[src/rtl/music_player.sv]
`default_nettype none
// +----------------------------------------------------------------------------+
// | Module  : music_player                                                     |
// | Brief   : Steps through a synchronous note ROM and plays each word as a    |
// |           square-wave tone or rest until the end-of-song marker.           |
// | Rev     : 1.0 - initial release                                            |
// +----------------------------------------------------------------------------+
module music_player #(
    parameter int ADDR_WIDTH = 8,
    parameter int DATA_WIDTH = 8,
    parameter int TICK_DIV   = 50000,
    parameter int HP_UNIT    = 1000
) (
    input  logic                  clk,
    input  logic                  rstn,
    input  logic                  start_i,
    input  logic                  stop_i,
    output logic [ADDR_WIDTH-1:0] rom_addr_o,
    input  logic [DATA_WIDTH-1:0] rom_data_i,
    output logic                  beep_o,
    output logic [3:0]            note_o,
    output logic                  busy_o,
    output logic                  done_o
);

    localparam int c_cnt_max = (16 * TICK_DIV > 15 * HP_UNIT) ? 16 * TICK_DIV : 15 * HP_UNIT;
    localparam int c_cw      = $clog2(c_cnt_max + 1);

    localparam logic [2:0] c_st_idle   = 3'd0;
    localparam logic [2:0] c_st_fetch  = 3'd1;
    localparam logic [2:0] c_st_wait   = 3'd2;
    localparam logic [2:0] c_st_decode = 3'd3;
    localparam logic [2:0] c_st_play   = 3'd4;
    localparam logic [2:0] c_st_done   = 3'd5;

    logic [2:0]            r_state;
    logic [ADDR_WIDTH-1:0] r_addr;
    logic [7:0]            r_note;
    logic [c_cw-1:0]       r_dur_cnt;
    logic [c_cw-1:0]       r_tone_cnt;
    logic                  r_beep;
    logic [3:0]            r_note_out;
    logic                  r_busy;
    logic                  r_done;

    logic [c_cw-1:0]       w_note_len;
    logic [c_cw-1:0]       w_half;
    logic                  w_play_last;
    logic                  w_half_last;

    // Note length (D+1)*TICK_DIV and half period (16-P)*HP_UNIT from the latched word.
    assign w_note_len  = (c_cw'(r_note[3:0]) + c_cw'(1)) * c_cw'(TICK_DIV);
    assign w_half      = c_cw'(5'd16 - {1'b0, r_note[7:4]}) * c_cw'(HP_UNIT);
    assign w_play_last = (r_dur_cnt == w_note_len - c_cw'(1));
    assign w_half_last = (r_tone_cnt == w_half - c_cw'(1));

    always_ff @(posedge clk or negedge rstn) begin
        if (!rstn) begin
            r_state    <= c_st_idle;
            r_addr     <= '0;
            r_note     <= '0;
            r_dur_cnt  <= '0;
            r_tone_cnt <= '0;
            r_beep     <= 1'b0;
            r_note_out <= 4'd0;
            r_busy     <= 1'b0;
            r_done     <= 1'b0;
        end else if (stop_i) begin
            r_state    <= c_st_idle;
            r_beep     <= 1'b0;
            r_note_out <= 4'd0;
            r_busy     <= 1'b0;
            r_done     <= 1'b0;
        end else begin
            r_done <= 1'b0;
            case (r_state)
                c_st_idle: begin
                    if (start_i) begin
                        r_state <= c_st_fetch;
                        r_addr  <= '0;
                        r_busy  <= 1'b1;
                    end
                end
                c_st_fetch: r_state <= c_st_wait;
                c_st_wait: begin
                    r_note  <= rom_data_i[7:0];
                    r_state <= c_st_decode;
                end
                c_st_decode: begin
                    if (r_note == 8'h00) begin
                        r_state <= c_st_done;
                        r_done  <= 1'b1;
                    end else begin
                        r_state    <= c_st_play;
                        r_dur_cnt  <= '0;
                        r_tone_cnt <= '0;
                        r_beep     <= 1'b0;
                        r_note_out <= r_note[7:4];
                    end
                end
                c_st_play: begin
                    if (w_play_last) begin
                        r_beep     <= 1'b0;
                        r_note_out <= 4'd0;
                        // The last address ends the song instead of wrapping.
                        if (r_addr == {ADDR_WIDTH{1'b1}}) begin
                            r_state <= c_st_done;
                            r_done  <= 1'b1;
                        end else begin
                            r_addr  <= r_addr + ADDR_WIDTH'(1);
                            r_state <= c_st_fetch;
                        end
                    end else begin
                        r_dur_cnt <= r_dur_cnt + c_cw'(1);
                        if (r_note[7:4] != 4'd0) begin
                            if (w_half_last) begin
                                r_tone_cnt <= '0;
                                r_beep     <= ~r_beep;
                            end else begin
                                r_tone_cnt <= r_tone_cnt + c_cw'(1);
                            end
                        end
                    end
                end
                c_st_done: begin
                    r_state <= c_st_idle;
                    r_busy  <= 1'b0;
                end
                default: begin
                    r_state <= c_st_idle;
                    r_busy  <= 1'b0;
                end
            endcase
        end
    end

    assign rom_addr_o = r_addr;
    assign beep_o     = r_beep;
    assign note_o     = r_note_out;
    assign busy_o     = r_busy;
    assign done_o     = r_done;

endmodule
`default_nettype wire

[config.mk]
export PLATFORM = sky130hd
export DESIGN_NAME = music_player
export DESIGN_NICKNAME = d
export VERILOG_FILES = /design/src/rtl/music_player.sv
export SDC_FILE = /design/constraint.sdc
export NUM_CORES = 1
export LEC_CHECK = 0
export ABC_CLOCK_PERIOD_IN_PS = 14100
export CORE_MARGIN = 5
export CORE_UTILIZATION = 55
export DETAILED_ROUTE_END_ITERATION = 10
export PLACE_DENSITY = 0.73
export REMOVE_ABC_BUFFERS = 1
export SLEW_MARGIN = 40
export SYNTH_ARGS = -nofsm -noshare
export SYNTH_HDL_FRONTEND = slang
export SYNTH_SLANG_ARGS = --single-unit
export TNS_END_PERCENT = 5
[constraint.sdc]
create_clock -name clk -period 14.1 [get_ports clk]
set_input_delay 2.82 -clock clk [delete_from_list [all_inputs] [get_ports clk]]
set_output_delay 2.82 -clock clk [all_outputs]
set_load 0.01 [all_outputs]
==> results.rst <==
.. list-table::
   :header-rows: 1

   * - Metric
     - Value
   * - Clock Latency Late Sink
     - 0.34 ns
   * - Number of buffers on the longest clock path
     - 2
   * - CTS Hold Buffers Added
     - 0
   * - Critical path required time
     - 14.29 ns
   * - Root buffer cell
     - sky130_fd_sc_hd__clkbuf_16
   * - GRT Residual Overflow
     - 0
   * - Global-route wire length before repair
     - 28700 um
   * - Area of the placeable core
     - 12100 um2
   * - Detail Route Antenna Nets
     - 0
   * - Type of the setup path with the least slack
     - register to register
   * - Most frequently used flop master after synthesis
     - sky130_fd_sc_hd__dfrtp_1
   * - CP Launch Point
     - r_note[4]$_DFFE_PN0P_
   * - Total vias in the final route
     - 6223
   * - Initial antenna violation count
     - 0
   * - Number of buffers added on ports
     - 26
   * - Final net count
     - 885
   * - Number of endpoints with negative hold slack in the final report
     - 0
   * - CTS HTree Levels
     - 3
   * - Total wire length
     - 17200 um
   * - Fraction of layout instances using a drive strength above 1
     - 0.0588
   * - Gr usage total
     - 0.238
   * - CTS tree
     - done
   * - CTS buffer count
     - 9
   * - R2r startpoint
     - r_note[4]$_DFFE_PN0P_
   * - Worst path arrival time
     - 6.91 ns
   * - Final worst path period need
     - 6.72 ns
   * - Clock transition at the registers of the reported paths
     - 0.06 ns
   * - Library cell contributing the largest single delay on the critical path
     - sky130_fd_sc_hd__dfrtp_1
   * - Synth top cells by count
     - sky130_fd_sc_hd__ha_1, sky130_fd_sc_hd__dfrtp_1, sky130_fd_sc_hd__inv_1
   * - Number of top-level design ports
     - 27
   * - Worst max-slew margin expressed relative to the limit
     - 0.484
   * - Post-synthesis instance total
     - 796
   * - Num rows
     - 40
   * - Total negative slack for setup checks
     - 0 ns
   * - Initial core utilization
     - 0.563
   * - TritonCTS sink count
     - 66
   * - Endpoint class of the critical path
     - register
   * - Element type at the critical path start
     - register
   * - Max Transition Viols Final
     - 0
   * - Count of final setup violators
     - 0
   * - Maximum clock skew at final layout
     - 0.00972 ns
   * - Drt via density
     - 6.43
   * - Cell area after synthesis
     - 6820 um2
   * - Max Cap Viol
     - 0
   * - Cell-by-cell listing of the critical path
     - inv_1 -> ha_1 -> xor2_1 -> xnor2_1 -> ha_1 -> inv_1 -> fa_1 -> fa_1 -> inv_1 -> ha_1 -> ha_1 -> and3_1 -> a221oi_1 -> a21oi_1 -> xor2_1 -> nor4_1 -> o21bai_1 -> a211oi_1 -> a21oi_1 -> buf_4 -> o211ai_4 -> o22ai_1
   * - Cell mode on critical path
     - sky130_fd_sc_hd__ha_1
   * - Number of buffers inserted by post-CTS setup repair
     - 0
   * - Class of the tightest hold or removal check
     - register to register
   * - Library cell with the highest instance count after synthesis
     - sky130_fd_sc_hd__ha_1
   * - Die span in x
     - 121 um
   * - Count of synthesis-stage warnings from yosys
     - 0
   * - RSZ-0062 raised after global routing
     - false
   * - Routed wirelength normalized by instance count
     - 17.8 um
   * - Async SR Flop Fraction
     - 1.00
   * - # DRC
     - 0
   * - Number of flops mapped to enable cells by yosys
     - 0
   * - Die boundary height
     - 121 um
   * - Detailed-placement wirelength estimate
     - 12600 um
   * - Antenna Diode Count
     - 0
   * - Post-synthesis register bit count
     - 66
   * - RD Place Congestion
     - 0.882
   * - Peak fanout along the critical path
     - 21
   * - Die outline area
     - 14700 um2
   * - Sequential area share after synthesis
     - 0.242
   * - Outcome
     - completed
   * - Maximum number of pins on one net before global-route repair
     - 67
   * - Final cell utilization of the core
     - 0.614
   * - Number of cells upsized or downsized after cts
     - 0
   * - Number of design-rule violations left by the first detailed-router iteration
     - 584
   * - Share of the clock period used by the worst path
     - 0.477
   * - Area growth from synthesis to layout
     - 8.97%
   * - Slowest stage delay, CP
     - 0.57 ns
   * - Number of global-route vias before repair
     - 5851
   * - Beginning of the worst hold path
     - r_dur_cnt[19]$_DFFE_PN0P_
   * - Number of optimization iterations in the first detailed-route pass
     - 5
   * - Leading cell types by total area after synthesis
     - sky130_fd_sc_hd__dfrtp_1, sky130_fd_sc_hd__ha_1, sky130_fd_sc_hd__xnor2_1, sky130_fd_sc_hd__inv_1, sky130_fd_sc_hd__fa_1
   * - Highest Clock Rate
     - 0.149 GHz
   * - Number of different library cells in the post-synthesis netlist
     - 74
   * - Transition time at the pin with the least slew margin
     - 0.768 ns
   * - Synth top area share
     - 0.242
   * - Library cell with the largest summed area after synthesis
     - sky130_fd_sc_hd__dfrtp_1
   * - Synthesized area per cell
     - 8.57 um2
area by class of cell:
type                            count  area [um2]
Sequential cell                    66        1650
Clock inverter                      4        26.3
Timing Repair Buffer               31         297
Tap cell                          168         210
Fill cell                        1059        4680
Inverter                           64         240
Multi-Input combinational cell    623        4750
Clock buffer                       12         256
kinds of logic (layout without fill, tap and decap cells):
| kind of cell | count (synthesis) | after routing | share of synthesized area |
|---|---|---|---|
| AO/OA/AOI/OAI | 222 | 222 | 0.232 |
| XOR/XNOR | 65 | 65 | 0.0955 |
| buffers and inverters | 107 | 111 | 0.0636 |
| adder cells (fa/ha/maj) | 78 | 78 | 0.154 |
| flip-flops | 66 | 66 | 0.242 |
| multiplexers | 10 | 10 | 0.0152 |
| AND/OR/NAND/NOR | 248 | 248 | 0.197 |
flip-flops by register name, summed over array words and instances (netlist names):
register / flops
done_o: 1
r_note: 8
r_state: 3
r_dur_cnt: 20
busy_o: 1
rom_addr_o: 8
beep_o: 1
note_o: 4
r_tone_cnt: 20
per-stage QoR:
step                cell area (um2)  hold slack [ns]  instances  setup slack [ns]
CTS                            7430            0.515        968              7.44
finish                         7430            0.515        968              7.38
floorplan                      6630            0.470        753              7.41
global route                   7430            0.536        968              6.79
detailed placement             7150            0.503        952              7.43
global placement               7140            0.485        952              7.72
layout by cell type, fill, tap and decap left out, types with 26 or more instances in the layout:
cell type                 instances
sky130_fd_sc_hd__a21oi_1         26
sky130_fd_sc_hd__a31oi_1         29
sky130_fd_sc_hd__dfrtp_1         66
sky130_fd_sc_hd__ha_1            68
sky130_fd_sc_hd__inv_1           64
sky130_fd_sc_hd__nand2_1         50
sky130_fd_sc_hd__nand3_1         34
sky130_fd_sc_hd__nor2_1          28
sky130_fd_sc_hd__o21ai_0         33
sky130_fd_sc_hd__xnor2_1         37
per-layer routing:
layer	vias up	global-route usage	routed length [um]
met4	0	0.0567	261
li1	2977	-	-
met2	220	0.355	7630
met5	-	0	0
met1	3003	0.354	8190
met3	23	0.0466	1110
critical path: cells and delay by family (launching register included):
family | cells | cell delay [ns]
fa+ha+maj | 6 | 2.27
compound gates | 7 | 1.79
xor+xnor | 3 | 0.98
flops | 1 | 0.57
simple gates | 2 | 0.50
buf+inv | 4 | 0.47
final timing paths:
kind / end / slack, ns / depth (start not counted)
worst max-delay path: r_tone_cnt[7]$_DFFE_PN0P_ / 7.38 / 22
worst min-delay path: r_dur_cnt[19]$_DFFE_PN0P_ / 0.52 / 1
worst max register to register: r_tone_cnt[7]$_DFFE_PN0P_ / 7.38 / 22
worst min register to register: r_dur_cnt[19]$_DFFE_PN0P_ / 0.52 / 1
max in group asynchronous: r_note[0]$_DFFE_PN0P_ / 11.08 / 2
min in group asynchronous: r_tone_cnt[16]$_DFFE_PN0P_ / 2.56 / 2
Power is left out: the tool's default activity adds up to more than one toggle a clock period on the data nets, which glitch-free logic cannot reach.
